--- config.mk ---
export PLATFORM = sky130hd
export DESIGN_NAME = mem_port_arbiter
export DESIGN_NICKNAME = d
export VERILOG_FILES = /design/src/rtl/mem_port_arbiter.sv
export SDC_FILE = /design/constraint.sdc
export NUM_CORES = 1
export LEC_CHECK = 0
export BUFFER_PORTS_ARGS = -buffer_cell sky130_fd_sc_hd__buf_2
export CAP_MARGIN = 20
export CORE_AREA = 4 4 137 139
export CTS_CLUSTER_SIZE = 10
export DETAILED_ROUTE_END_ITERATION = 16
export DIE_AREA = 0 0 141 143
export GPL_ROUTABILITY_DRIVEN = 0
export PLACE_DENSITY = 0.61
export SYNTH_ARGS = -nofsm -noshare
export SYNTH_HDL_FRONTEND = slang
export SYNTH_SLANG_ARGS = --single-unit
--- constraint.sdc ---
create_clock -name clock -period 2.1 [get_ports clock]
set_input_delay 0.42 -clock clock [delete_from_list [all_inputs] [get_ports clock]]
set_output_delay 0.42 -clock clock [all_outputs]
set_load 0.1 [all_outputs]
--- src/rtl/mem_port_arbiter.sv ---
// mem_port_arbiter
// Shares a single synchronous-read RAM port between instruction fetch (IF)
// and load/store (LS). One transaction is in flight at a time; the winner is
// picked round-robin, the RAM strobe is driven for one cycle, the arbiter waits
// out the RAM read latency and then returns a one-cycle response to the owner.

module mem_port_arbiter #(
    parameter int ADDR_W = 32,
    parameter int DATA_W = 32,
    parameter int RD_LAT = 1
) (
    input  logic              clock,
    input  logic              reset,
    input  logic              if_valid,
    output logic              if_ready,
    input  logic [ADDR_W-1:0] if_addr,
    output logic              if_rvalid,
    output logic [DATA_W-1:0] if_rdata,
    input  logic              ls_valid,
    output logic              ls_ready,
    input  logic              ls_wen,
    input  logic [ADDR_W-1:0] ls_addr,
    input  logic [DATA_W-1:0] ls_wmask,
    input  logic [DATA_W-1:0] ls_wdata,
    output logic              ls_rvalid,
    output logic [DATA_W-1:0] ls_rdata,
    output logic              mem_ren,
    output logic [ADDR_W-1:0] mem_raddr,
    input  logic [DATA_W-1:0] mem_rdata,
    output logic              mem_wen,
    output logic [ADDR_W-1:0] mem_waddr,
    output logic [DATA_W-1:0] mem_wmask,
    output logic [DATA_W-1:0] mem_wdata
);

    localparam int CNT_W = (RD_LAT > 1) ? $clog2(RD_LAT) : 1;

    typedef enum logic [1:0] {
        S_IDLE,
        S_ISSUE,
        S_WAIT,
        S_RESP
    } state_t;

    state_t           state;
    logic             owner_ls;
    logic             last_ls;
    logic             lat_wen;
    logic [CNT_W-1:0] wait_cnt;
    logic             grant_if;
    logic             grant_ls;

    // Round-robin pick: LS wins a tie unless it won the previous tie-relevant
    // accept; a lone requester always wins. Nothing is granted outside idle or
    // while reset is held, so a reset cycle can never accept a request.
    always_comb begin
        grant_ls = 1'b0;
        grant_if = 1'b0;
        if (state == S_IDLE && !reset) begin
            grant_ls = ls_valid && (!if_valid || !last_ls);
            grant_if = if_valid && !grant_ls;
        end
    end

    assign if_ready  = grant_if;
    assign ls_ready  = grant_ls;

    // Strobes and response pulses are decoded from the state so that they last
    // exactly one cycle; reset suppresses them immediately.
    assign mem_ren   = (state == S_ISSUE) && !lat_wen && !reset;
    assign mem_wen   = (state == S_ISSUE) &&  lat_wen && !reset;
    assign if_rvalid = (state == S_RESP)  && !owner_ls && !reset;
    assign ls_rvalid = (state == S_RESP)  &&  owner_ls && !reset;

    // Read data is forwarded straight from the RAM in the response cycle;
    // a write acknowledgement carries zero data.
    assign if_rdata  = if_rvalid ? mem_rdata : '0;
    assign ls_rdata  = (ls_rvalid && !lat_wen) ? mem_rdata : '0;

    // Transaction sequencer: latch the granted request, issue it, wait out the
    // RAM latency, respond, and return to idle. The RAM address/data registers
    // only change on an accept, so they hold their value between strobes.
    always_ff @(posedge clock) begin
        if (reset) begin
            state     <= S_IDLE;
            last_ls   <= 1'b0;
            owner_ls  <= 1'b0;
            lat_wen   <= 1'b0;
            wait_cnt  <= '0;
            mem_raddr <= '0;
            mem_waddr <= '0;
            mem_wmask <= '0;
            mem_wdata <= '0;
        end else begin
            case (state)
                S_IDLE: begin
                    if (grant_if || grant_ls) begin
                        owner_ls <= grant_ls;
                        last_ls  <= grant_ls;
                        lat_wen  <= grant_ls && ls_wen;
                        if (grant_ls && ls_wen) begin
                            mem_waddr <= ls_addr;
                            mem_wmask <= ls_wmask;
                            mem_wdata <= ls_wdata;
                        end else begin
                            mem_raddr <= grant_ls ? ls_addr : if_addr;
                        end
                        state <= S_ISSUE;
                    end
                end
                S_ISSUE: begin
                    wait_cnt <= CNT_W'(RD_LAT - 1);
                    state    <= (RD_LAT == 1) ? S_RESP : S_WAIT;
                end
                S_WAIT: begin
                    wait_cnt <= wait_cnt - CNT_W'(1);
                    if (wait_cnt <= CNT_W'(1)) begin
                        state <= S_RESP;
                    end
                end
                S_RESP: begin
                    state <= S_IDLE;
                end
                default: begin
                    state <= S_IDLE;
                end
            endcase
        end
    end

endmodule

==> results.py <==
metrics = {
    "global_routing": {
        "grt_start_max_net_pins": 66,
        "antenna_found_initial": 1,
        "grt_use_total_pct": 18.40,
        "grt_pass1_wl_mm": 29.39,
        "grt_overflow": 0,
        "grt_pass1_vias": 5447,
    },
    "setup_path": {
        "rr_worst_depth": 7,
        "critPathBufInv": 2,
        "crit_path_end_kind": "output port",
        "timing.rr.end": "mem_raddr[7]$_SDFFE_PP0P_",
        "cp-startpoint": "state[0]$_SDFFE_PP0P_",
        "path_delay_family": "simple AND/OR/NAND/NOR gates",
        "crit_type": "reg -> out",
        "cp-start-kind": "flip-flop",
        "crit_path_max_fanout": 8,
        "path_cells": "ha_4 > nor3b_4 > and2b_4 > clkbuf_16 > and2_4 > buf_12",
        "reg2reg_from": "state[1]$_SDFFE_PP0P_",
        "slowest_delay_ns": 0.37,
        "crit_slowest_cell": "dfxtp_4",
        "crit_required_ns": 1.68,
        "crit_arrival_ns": 1.84,
        "reg2reg_slack_ns": 0.36,
    },
    "outcome": {
        "outcome": "complete, but fails checks",
        "violations": "setup timing",
    },
    "yosys": {
        "syn_area_mm2": 0.005408,
        "synth_compound_area_share_pct": 17.21,
        "synth_mux_area_share_pct": 0.1851,
        "netlist-cell-type-count": 25,
        "synth_top_family_by_area": "simple AND/OR/NAND/NOR gates",
        "synth_xor_xnor_area_share_pct": 0,
        "ys_warn_count": 0,
        "ys_ff_latch": 132,
        "syn_nets": 834,
        "synth_largest_type_area_fraction_pct": 48.87,
        "synthAdderAreaFrac_pct": 0.6941,
        "ys_seq_area_share_pct": 48.87,
        "synth_area_leaders": "dfxtp_1 (49%), nand2_1 (14%), a21oi_1 (10%), and2_1 (7.5%), o221a_2 (6.0%)",
        "synthSimpleGateAreaFrac_pct": 26.21,
        "synth_cells": 666,
        "yosysTopAreaCell": "dfxtp_1",
        "synth_area_per_cell_um2": 8.120,
    },
    "sta": {
        "hold_viol_final": 0,
        "clock.fmax_mhz": 442.8,
        "skew_ns": 0.003483,
        "slew_headroom_pct": 55.85,
        "setup_slack_ns": -0.1586,
        "rsz0062_at_grt": "true",
        "finalSetupViolations": 64,
        "period_share_pct": 107.6,
        "fin_crit_ns": 2.259,
        "timing.final.max_slew_violations": 0,
        "worst_pin_slew_ns": 0.6623,
    },
    "hold_path": {
        "min-delay-start": "ls_addr[12]",
        "holdPathStages": 3,
        "min_to": "mem_waddr[12]$_SDFFE_PP0P_",
        "hold_path.class": "in -> reg",
    },
    "cts": {
        "clk_latency_ns": 0.41,
        "cts_tree": "built",
        "cts_buffers": 17,
        "htree_levels": 4,
        "clock_sinks": 132,
        "clk_pin_slew_ns": 0.06,
        "clock_path_buffers": 2,
        "cts-root-buf": "clkbuf_16",
        "ctsHoldBuffers": 0,
    },
    "die": {
        "pin_count": 363,
        "fp.coreArea_mm2": 0.01766,
        "die_h_um": 143,
        "die_area_mm2": 0.02016,
        "fp.dieW_um": 141,
        "core.rowCount": 49,
        "initial_core_util_pct": 30.63,
    },
    "placed_design": {
        "dpl.hpwl_mm": 15.06,
        "place_area_mm2": 0.008758,
        "port-buffer-count": 362,
    },
    "finish": {
        "layout_common_cells": "buf_2 (291), nand2_1 (195), dfxtp_1 (129)",
        "syn2layout_area_growth_pct": 76.17,
        "fin_nets": 1185,
        "antenna_cells": 0,
        "post-route-util_pct": 53.95,
        "design_area_mm2": 0.009527,
        "layout_commonest_cell": "buf_2",
        "drive_gt1_share_pct": 50.49,
    },
    "route": {
        "drt_iter0_markers": 307,
        "avgViaCountPerCell": 4.602,
        "routed_wl_mm": 20.17,
        "avgRoutedWirePerCell_um": 16.02,
        "drt_first_pass_iters": 4,
        "ant_nets": 0,
        "drc_errors": 0,
        "vias": 5794,
    },
    "power": {
        "p_per_area_mw_per_mm2": 834.9,
        "power_leakage_nw": 4.548,
        "ir_drop_v": 0.0004591,
    },
    "job": {
        "drv_cap": 0,
    },
}
-- layer usage --
layer / global-route usage, % / wire (µm) / vias to the layer above
met5: 0 / 0 / -
met4: 7.445 / 682 / 0
met3: 5.057 / 1325 / 43
met2: 32.94 / 10540 / 246
met1: 20.73 / 7625 / 2621
li1: - / - / 2884
-- synthesized netlist by cell type --
| master | number |
|---|---|
| and3b_1 | 1 |
| nand2b_1 | 2 |
| o221a_2 | 29 |
| clkbuf_1 | 23 |
| dfxtp_1 | 132 |
| o21ai_0 | 1 |
| nor3b_1 | 2 |
| nor2b_1 | 2 |
| and2_1 | 65 |
| mux2i_1 | 1 |
| and4b_1 | 1 |
| buf_1 | 5 |
| a21oi_1 | 110 |
| and3_1 | 1 |
| buf_2 | 19 |
| nand2_1 | 197 |
| nor3b_2 | 3 |
| nor2_1 | 3 |
| a211oi_1 | 2 |
| o221a_1 | 3 |
| ha_1 | 3 |
| and2b_1 | 1 |
| inv_1 | 35 |
| nand3b_1 | 20 |
| buf_4 | 5 |
-- stage by stage --
stage	std cells	setup WS, ns	total power, mW	TNS, ns	hold slack, ns
floorplan	666	-0.4713	4.064	-22.84	0.5009
global placement	1222	0.2535	4.590	0	0.4387
detailed placement	1222	0.2194	4.599	0	0.4430
CTS	1254	-0.1721	8.028	-8.134	0.1918
global route	1259	-0.2303	8.221	-10.64	0.1985
finish	1259	-0.1586	7.953	-5.923	0.2134
-- worst register-to-register path, stage by stage (launching register included) --
cell	delay (ns)
dfxtp_4	0.35
inv_1	0.10
ha_4	0.17
nand2_2	0.08
nor3b_4	0.25
nand2b_1	0.08
buf_4	0.25
o221a_2	0.34
-- how the worst max path moves through the flow --
stage	endpoint	slack [ns]	cells past startpoint
2_1_floorplan	ls_rdata[10]	-0.47	5
5_1_grt	ls_rdata[12]	-0.23	6
4_1_cts	ls_rdata[23]	-0.17	6
6_report	ls_rdata[19]	-0.16	6
3_3_place_gp	ls_rdata[7]	0.25	6
3_5_place_dp	ls_rdata[23]	0.22	6
-- kinds of logic (layout without fill, tap and decap cells) --
kind of cell,count (synthesis),after routing
AOI/OAI and AO/OA,145,145
buffers and inverters,87,451
and+or+nand+nor,298,298
adders and majority gates,3,3
muxes,1,1
DFF,132,132
-- repair_timing --
item                                    in CTS  in global routing
pin swaps                                    0                  1
buffers inserted                             0                  2
endpoints found under the setup margin      64                 64
gates cloned                                 0                  3
resized for setup                            1                  4
-- report_power, final --
part | leakage [nW] | switching [mW] | internal, mW
registers | 1.07 | 0.0612 | 2.62
clock network | 0.335 | 1.11 | 2.30
logic | 3.14 | 1.38 | 0.486
total | 4.55 | 2.55 | 5.41
-- cell type report --
cell class              instances  area [µm²]
fillers                      1602        8130
repair buffers                384        3169
flip-flops and latches        132        2651
multi-input cells             447        2606
clock buffers                  20       456.7
well taps                     229       286.5
clock inverters                12       225.2
inverters                      35       131.4
-- flip-flops by register name, indices dropped and copies added (netlist names) --
register   cells
mem_raddr     32
mem_waddr     32
mem_wdata     32
mem_wmask     32
state          2
last_ls        1
lat_wen        1
No activity file was read; power rests on OpenSTA's default activity.
